`src/rtl/ram_access_ctrl.sv`:
```
// Two-port load/store controller in front of a byte-addressed RAM with a single 32-bit port.
// Define ARB_ROUND_ROBIN_EN for alternating arbitration on contention; default is fixed priority to port 0.
module ram_access_ctrl #(
  parameter int                       ADDRESS_WIDTH = 32,
  parameter logic [ADDRESS_WIDTH-1:0] ADDR_MAX      = 32'h1FFFC
) (
  input  logic                     clk,
  input  logic                     rst_n,
  input  logic                     p0_valid,
  output logic                     p0_ready,
  input  logic                     p0_we,
  input  logic [1:0]               p0_size,
  input  logic                     p0_unsigned,
  input  logic [ADDRESS_WIDTH-1:0] p0_addr,
  input  logic [31:0]              p0_wdata,
  output logic                     p0_rvalid,
  output logic [31:0]              p0_rdata,
  output logic                     p0_err,
  input  logic                     p1_valid,
  output logic                     p1_ready,
  input  logic                     p1_we,
  input  logic [1:0]               p1_size,
  input  logic                     p1_unsigned,
  input  logic [ADDRESS_WIDTH-1:0] p1_addr,
  input  logic [31:0]              p1_wdata,
  output logic                     p1_rvalid,
  output logic [31:0]              p1_rdata,
  output logic                     p1_err,
  output logic                     ram_we,
  output logic [ADDRESS_WIDTH-1:0] ram_addr,
  output logic [31:0]              ram_wdata,
  input  logic [31:0]              ram_rdata,
  output logic                     busy
);

  localparam logic [0:0] S_IDLE   = 1'b0;
  localparam logic [0:0] S_ACCESS = 1'b1;

  logic [0:0]               r_state;
  logic                     r_we;
  logic [1:0]               r_size;
  logic                     r_unsigned;
  logic [ADDRESS_WIDTH-1:0] r_addr;
  logic [31:0]              r_wdata;
  logic                     r_port;
  logic                     r_last_grant;
  logic [31:0]              r_ram_wdata;
  logic                     r_p0_rvalid, r_p1_rvalid;
  logic                     r_p0_err, r_p1_err;
  logic [31:0]              r_p0_rdata, r_p1_rdata;

  logic        w_idle, w_access;
  logic        w_grant0, w_grant1, w_any_grant;
  logic        w_last_grant_nxt;
  logic        w_err;
  logic [31:0] w_merged, w_load, w_result;

  // Ready must stay low while reset is held, even with a request pending.
  assign w_idle   = (r_state == S_IDLE) & rst_n;
  assign w_access = (r_state == S_ACCESS);

`ifdef ARB_ROUND_ROBIN_EN
  assign w_grant1 = w_idle & p1_valid & (~p0_valid | ~r_last_grant);
`else
  assign w_grant1 = w_idle & p1_valid & ~p0_valid;
`endif
  assign w_grant0    = w_idle & p0_valid & ~w_grant1;
  assign w_any_grant = w_grant0 | w_grant1;

  assign w_last_grant_nxt = w_any_grant ? w_grant1 : r_last_grant;

  assign w_err = (r_size == 2'b11) | (r_addr > ADDR_MAX);

  always_comb begin
    // NOTE: every signal gets a default before the case so no path leaves it unassigned (no latch).
    w_merged = r_wdata;
    w_load   = ram_rdata;
    case (r_size)
      2'b00: begin
        w_merged = {ram_rdata[31:8], r_wdata[7:0]};
        w_load   = r_unsigned ? {24'h0, ram_rdata[7:0]} : {{24{ram_rdata[7]}}, ram_rdata[7:0]};
      end
      2'b01: begin
        w_merged = {ram_rdata[31:16], r_wdata[15:0]};
        w_load   = r_unsigned ? {16'h0, ram_rdata[15:0]} : {{16{ram_rdata[15]}}, ram_rdata[15:0]};
      end
      default: begin
        w_merged = r_wdata;
        w_load   = ram_rdata;
      end
    endcase
  end

  assign w_result = (r_we | w_err) ? 32'h0 : w_load;

  always_ff @(posedge clk or negedge rst_n) begin
    // NOTE: state registers use non-blocking assignments so every flop samples pre-edge values.
    if (!rst_n) begin
      r_state      <= S_IDLE;
      r_we         <= 1'b0;
      r_size       <= 2'b00;
      r_unsigned   <= 1'b0;
      r_addr       <= '0;
      r_wdata      <= 32'h0;
      r_port       <= 1'b0;
      r_last_grant <= 1'b1;
    end else begin
      r_last_grant <= w_last_grant_nxt;
      if (r_state == S_IDLE) begin
        if (w_any_grant) begin
          r_state    <= S_ACCESS;
          r_port     <= w_grant1;
          r_we       <= w_grant1 ? p1_we       : p0_we;
          r_size     <= w_grant1 ? p1_size     : p0_size;
          r_unsigned <= w_grant1 ? p1_unsigned : p0_unsigned;
          r_addr     <= w_grant1 ? p1_addr     : p0_addr;
          r_wdata    <= w_grant1 ? p1_wdata    : p0_wdata;
        end
      end else begin
        r_state <= S_IDLE;
      end
    end
  end

  // Response and write-data hold registers, loaded at the end of the access cycle.
  always_ff @(posedge clk or negedge rst_n) begin
    if (!rst_n) begin
      r_p0_rvalid <= 1'b0;
      r_p1_rvalid <= 1'b0;
      r_p0_err    <= 1'b0;
      r_p1_err    <= 1'b0;
      r_p0_rdata  <= 32'h0;
      r_p1_rdata  <= 32'h0;
      r_ram_wdata <= 32'h0;
    end else begin
      r_p0_rvalid <= w_access & ~r_port;
      r_p1_rvalid <= w_access & r_port;
      r_p0_err    <= w_access & ~r_port & w_err;
      r_p1_err    <= w_access & r_port & w_err;
      if (w_access & ~r_port) r_p0_rdata <= w_result;
      if (w_access & r_port)  r_p1_rdata <= w_result;
      if (w_access)           r_ram_wdata <= w_merged;
    end
  end

  assign p0_ready  = w_grant0;
  assign p1_ready  = w_grant1;
  assign p0_rvalid = r_p0_rvalid;
  assign p1_rvalid = r_p1_rvalid;
  assign p0_rdata  = r_p0_rdata;
  assign p1_rdata  = r_p1_rdata;
  assign p0_err    = r_p0_err;
  assign p1_err    = r_p1_err;
  assign ram_we    = w_access & r_we & ~w_err;
  assign ram_addr  = r_addr;
  assign ram_wdata = w_access ? w_merged : r_ram_wdata;
  assign busy      = w_access;

endmodule

```
`config.mk`:
```
export PLATFORM = sky130hd
export DESIGN_NAME = ram_access_ctrl
export DESIGN_NICKNAME = d
export VERILOG_FILES = /design/src/rtl/ram_access_ctrl.sv
export SDC_FILE = /design/constraint.sdc
export NUM_CORES = 1
export LEC_CHECK = 0
export CORE_ASPECT_RATIO = 2
export CORE_MARGIN = 2
export CORE_UTILIZATION = 37
export CTS_CLUSTER_SIZE = 40
export DETAILED_ROUTE_END_ITERATION = 10
export HOLD_SLACK_MARGIN = 0.12
export PLACE_DENSITY = 0.79
export SYNTH_ARGS = -nofsm -noshare
export SYNTH_HDL_FRONTEND = slang
export SYNTH_SLANG_ARGS = --single-unit
```
`constraint.sdc`:
```
create_clock -name clk -period 2.1 [get_ports clk]
set_input_delay 0.63 -clock clk [delete_from_list [all_inputs] [get_ports clk]]
set_output_delay 0.63 -clock clk [all_outputs]
set_load 0.01 [all_outputs]
```
== Word-level counts from Yosys, hierarchy flattened ==
Index checks and enable logic that the tools add are counted.

* Register bits after elaboration: 170
* Bits of input ports: 172
* Output and inout bits: 136

* Magnitude comparators: 1
* Equality and inequality tests: 2
* Muxes and demuxes: 13
* Bitwise logic cells: 19
* Reductions and logical operators: 2

{| class="wikitable"
|+ Operators by type and width
! kind !! count
|-
| 32-bit two-way mux || 6
|-
| 32-bit case mux with 2 select lines || 2
|-
| 32-bit by 17-bit > comparator with 1-bit output (second input constant) || 1
|-
| 1-bit bitwise AND || 11
|-
| 1-bit inverter || 5
|-
| 1-bit two-way mux || 4
|-
| 1-bit bitwise OR || 3
|-
| 2-bit by 1-bit == test with 1-bit output (second input constant) || 1
|-
| 2-bit == test (second input constant) || 1
|-
| 2-bit zero test || 1
|-
| 2-bit two-way mux || 1
|-
| 2-bit AND reduction || 1
|}

== Logic depth before layout (Yosys ltp) ==
* Depth after elaboration: 9
* Gate-level depth with buffers: 7
* Gate-level depth less buffers: 4

== Worst setup path after synthesis ==
No wires, ideal clock.

* Path type: input -> output
* Start point: in rst_n
* End point: out p1_ready
* Data arrival time: 1.458 ns
* Required time: 1.470 ns
* Slack: 0.012 ns
* Stages on the path: 4
* Path buffers: 2
* Path through: nor2b_1 > and3b_1 > clkbuf_1 > clkbuf_1

* Cells in the longest elaborated chain, start to end: 3

{| class="wikitable"
|+ RTL lines
! item !! line !! RTL
|-
| start: declaration || 8 || <nowiki>input logic rst_n,</nowiki>
|-
| 1-bit bitwise AND || 59 || <nowiki>assign w_idle = (r_state == S_IDLE) & rst_n;</nowiki>
|-
| 1-bit bitwise AND (2 in a row) || 65 || <nowiki>assign w_grant1 = w_idle & p1_valid & ~p0_valid;</nowiki>
|-
| end: declaration || 20 || <nowiki>output logic p1_ready,</nowiki>
|}

No other way between the ends.

== Worst setup path after layout ==
* Start point: reg r_addr[13] (netlist: ram_addr[13])
* End point: out ram_we

* Cells in the longest elaborated chain, start to end: 4

{| class="wikitable"
|+ RTL lines
! item !! line !! RTL
|-
| start: declaration || 43 || <nowiki>logic [ADDRESS_WIDTH-1:0] r_addr;</nowiki>
|-
| start signal: assignment || 116 || <nowiki>r_addr <= w_grant1 ? p1_addr : p0_addr;</nowiki>
|-
| 32-bit by 17-bit > comparator with 1-bit output || 72 || <nowiki>assign w_err = (r_size == 2'b11) | (r_addr > ADDR_MAX);</nowiki>
|-
| 1-bit bitwise OR || 72 ||
|-
| 1-bit inverter || 154 || <nowiki>assign ram_we = w_access & r_we & ~w_err;</nowiki>
|-
| 1-bit bitwise AND || 154 ||
|-
| end: declaration || 29 || <nowiki>output logic ram_we,</nowiki>
|}

No other way between the ends.

==> run_results.csv <==
group,metric,value,unit
die,die_w,104,um
synthesis,synth.lib_cells_used.distinct,32,
critical_path,worst_setup_path_start_kind,"flip-flop",
synthesis,synth_enable_flop_cells,0,
global_routing,grt_antenna_before_repair,2,
synthesis,ys_seq_elements,170,
synthesis,syn_avg_cell_area,11.3,um^2
die,core,19400,um^2
cts,post_cts_hold_buffer_count,0,
global_routing,grt_start_max_net_pins,70,
sta,clock_skew,7.27,ps
sta,final_period_minus_worst_setup_slack,2440,ps
power,power.density,787,nW/um^2
place,port_buffer_count,307,
sta,fin_setup_tns,-7190,ps
drt,drc_violations_left,0,
drt,initial_drt_markers,628,
final_layout,final_cell_mix,"sky130_fd_sc_hd__clkdlybuf4s50_1, sky130_fd_sc_hd__dfrtp_1, sky130_fd_sc_hd__buf_4",
global_routing,first_global_vias,7320,
global_routing,grt_util_met3,4.72,%
synthesis,synth_simple_gate_area_share,8.89,%
final_layout,finish.cell_count_without_fillers,1317,
power,max-vdd-ir-drop,0.000598,V
synthesis,xor_xnor_fraction_of_synth_area,0,%
synthesis,synth-compound-area-share,21.9,%
drt,route.antenna.remaining_nets,0,
global_routing,grt_overflow_total,0,
synthesis,syn_nets,821,
drt,wl,27.6,mm
drt,num_vias,7168,
critical_path,worst_setup_path_end_kind,"output port",
die,floorplan.die_area,21000,um^2
synthesis,synthesis.area,7330,um^2
sta,setup_violations,33,
sta,worst_slack,-344,ps
global_routing,grt.busiest_layer,"met2",
cts,clk_latency,440,ps
synthesis,synth_ff_type,"sky130_fd_sc_hd__dfrtp_1",
place,gpl.final_weighted_congestion,0.882,
global_routing,gr-usage-met1,25.9,%
die,floorplan.initialDensity,37.8,%
place,hpwlAfterDp,18.5,mm
synthesis,synth_top_family_by_area,"compound AO/OA/AOI/OAI gates",
cts,path_clk_slew,60,ps
cts,clockBufferDepth,2,
critical_path,worstPathMaxFanout,2,
flow_run,maxCapViolCount,0,
synthesis,yosysSeqAreaShare,58.0,%
synthesis,yosys-mux-area-fraction,3.55,%
sta,finalHoldWorstSlack,298,ps
cts,clock_sinks,170,
outcome,run_status,"complete, but fails checks",
cts,cts_made_buffers,17,
power,p_total,10100,uW
global_routing,met2_usage,46.1,%
sta,rsz0062_at_grt,"true",
sta,max_freq,0.409,GHz
critical_path,timing.critical_path.required,1470,ps
critical_path,ordered_list_of_cells_on_the_worst_path,"nand4_1, nor4_4, a211oi_2, and3_1, buf_6",
critical_path,path_class,"flip-flop to output port",
synthesis,synth_cells,649,
final_layout,synthToLayoutAreaGrowth,75.4,%
die,std_cell_rows,72,
sta,relative_slew_margins,42.6,%
final_layout,mostFrequentLayoutCell,"sky130_fd_sc_hd__clkdlybuf4s50_1",
outcome,violated_checks,"setup timing",
min_path,hold_class,"primary input to asynchronous set/reset pin",
sta,post_route_clock_period_utilization,116,%
global_routing,first_pass_grt_wire_length,40.1,mm
critical_path,rrSetupSlack,150,ps
critical_path,critPathArrivalTime,1810,ps
critical_path,critPathMaxStageDelay,370,ps
drt,via_count_normalized_by_instance_count,5.44,
cts,cts_root_buf,"sky130_fd_sc_hd__clkbuf_16",
drt,drtPass1Iterations,7,
place,post_placement_cell_count,1239,
final_layout,design.final.nets,1215,
die,num_io_pins,308,
die,floorplan.die.height,203,um
drt,wl_cell,20.9,um
synthesis,synth_fa_ha_area_share,0,%
synthesis,synthesis.yosys.warnings,0,
global_routing,grtUsageTotal,24.8,%
cts,tritoncts,"done",
power,p_leak,0.00605,uW
sta,finalMaxSlewViolations,0,
cts,cts_max_level,4,
sta,worst-slew-pin-transition,861,ps
final_layout,final_layout_size_suffix_gt1_share,28.5,%
critical_path,slowest_library_cell_on_the_worst_path,"sky130_fd_sc_hd__dfrtp_1",
sta,final_hold_viols,0,
synthesis,synthArstFlopShare,100,%
[layer usage]
| layer | vias to the layer above | wire length (um) |
|---|---|---|
| met5 | - | 0 |
| met2 | 343 | 15000 |
| met1 | 3564 | 9550 |
| met4 | 0 | 1760 |
| met3 | 91 | 1270 |
| li1 | 3170 | - |
[registers in the layout (all words and copies together), names as in the netlist]
signal / count
p1_rvalid: 1
p0_err: 1
p1_err: 1
p0_rdata: 32
r_size: 2
r_ram_wdata: 32
r_unsigned: 1
ram_addr: 32
busy: 1
r_wdata: 32
r_port: 1
p1_rdata: 32
r_we: 1
p0_rvalid: 1
[power by group]
group          leakage, uW  switching [uW]  internal (uW)
sequential         0.00218             276           3670
clock             0.000270            1360           1620
combinational      0.00360            1470           1720
[repair_timing]
action / 4_1_cts / 5_1_grt
setup endpoints to repair: 54 / 43
pin swaps: 29 / 36
cloned: 3 / 0
setup buffers: 34 / 11
resized for setup: 265 / 99
[logic make-up (layout without fill, tap and decap cells)]
group	count (synthesis)	in the layout
flip-flops	170	170
AO/OA/AOI/OAI	168	168
multiplexers	25	25
AND/OR/NAND/NOR	148	148
buffers and inverters	138	545
other	0	2
[path summary, 6_finish.rpt]
check | from | end | cells after the start
hold reg to reg | p0_rdata[27] | p0_rdata[27] | 2
hold / removal | rst_n | p0_rdata[13] | 2
setup / recovery | ram_addr[13] | ram_we | 5
min in group clk | p0_rdata[27] | p0_rdata[27] | 2
max in group asynchronous | rst_n | p0_rdata[17] | 3
setup reg to reg | busy | ram_addr[22] | 6
[metrics by stage]
| stage | utilization (%) | worst slack (ps) | area, um^2 |
|---|---|---|---|
| floorplan | - | 12.2 | 7330 |
| global placement | 58.0 | -677 | 11200 |
| detailed placement | 58.0 | -665 | 11200 |
| CTS | 63.8 | -443 | 12400 |
| global route | 66.4 | -461 | 12900 |
| finish | 66.4 | -344 | 12900 |
[synthesized netlist by cell type (all sizes together), types with 2 or more instances]
master / number / area share [%]
clkbuf: 46 / 2.4
nor3: 2 / 0.20
a222oi: 68 / 9.3
nor4: 4 / 0.43
nand4: 3 / 0.26
inv: 79 / 4.0
dfrtp: 170 / 58
mux2: 8 / 1.2
nor2b: 17 / 1.5
mux2i: 17 / 2.3
nand2: 83 / 4.3
a31oi: 8 / 0.68
a21oi: 25 / 1.7
buf: 13 / 1.2
nor2: 31 / 1.6
o31ai: 32 / 3.3
o41ai: 32 / 6.7
and3: 2 / 0.17
[final cells by class]
type / instances / area (um^2)
sequential: 170 / 4260
antenna: 2 / 5.00
fill: 1368 / 6510
clock buffer: 21 / 470
inverter: 79 / 297
timing repair buffer: 434 / 4320
multi-input combinational: 341 / 3100
tap: 259 / 324
clock inverter: 11 / 86.3
[worst max-delay path, delay by kind of cell (launching register included)]
kind,cells,cell delay (ps)
and+or+nand+nor,3,750
AOI/OAI and AO/OA,1,130
buffers and inverters,1,130
DFF,1,370
Power figures use the tool's default switching activity.
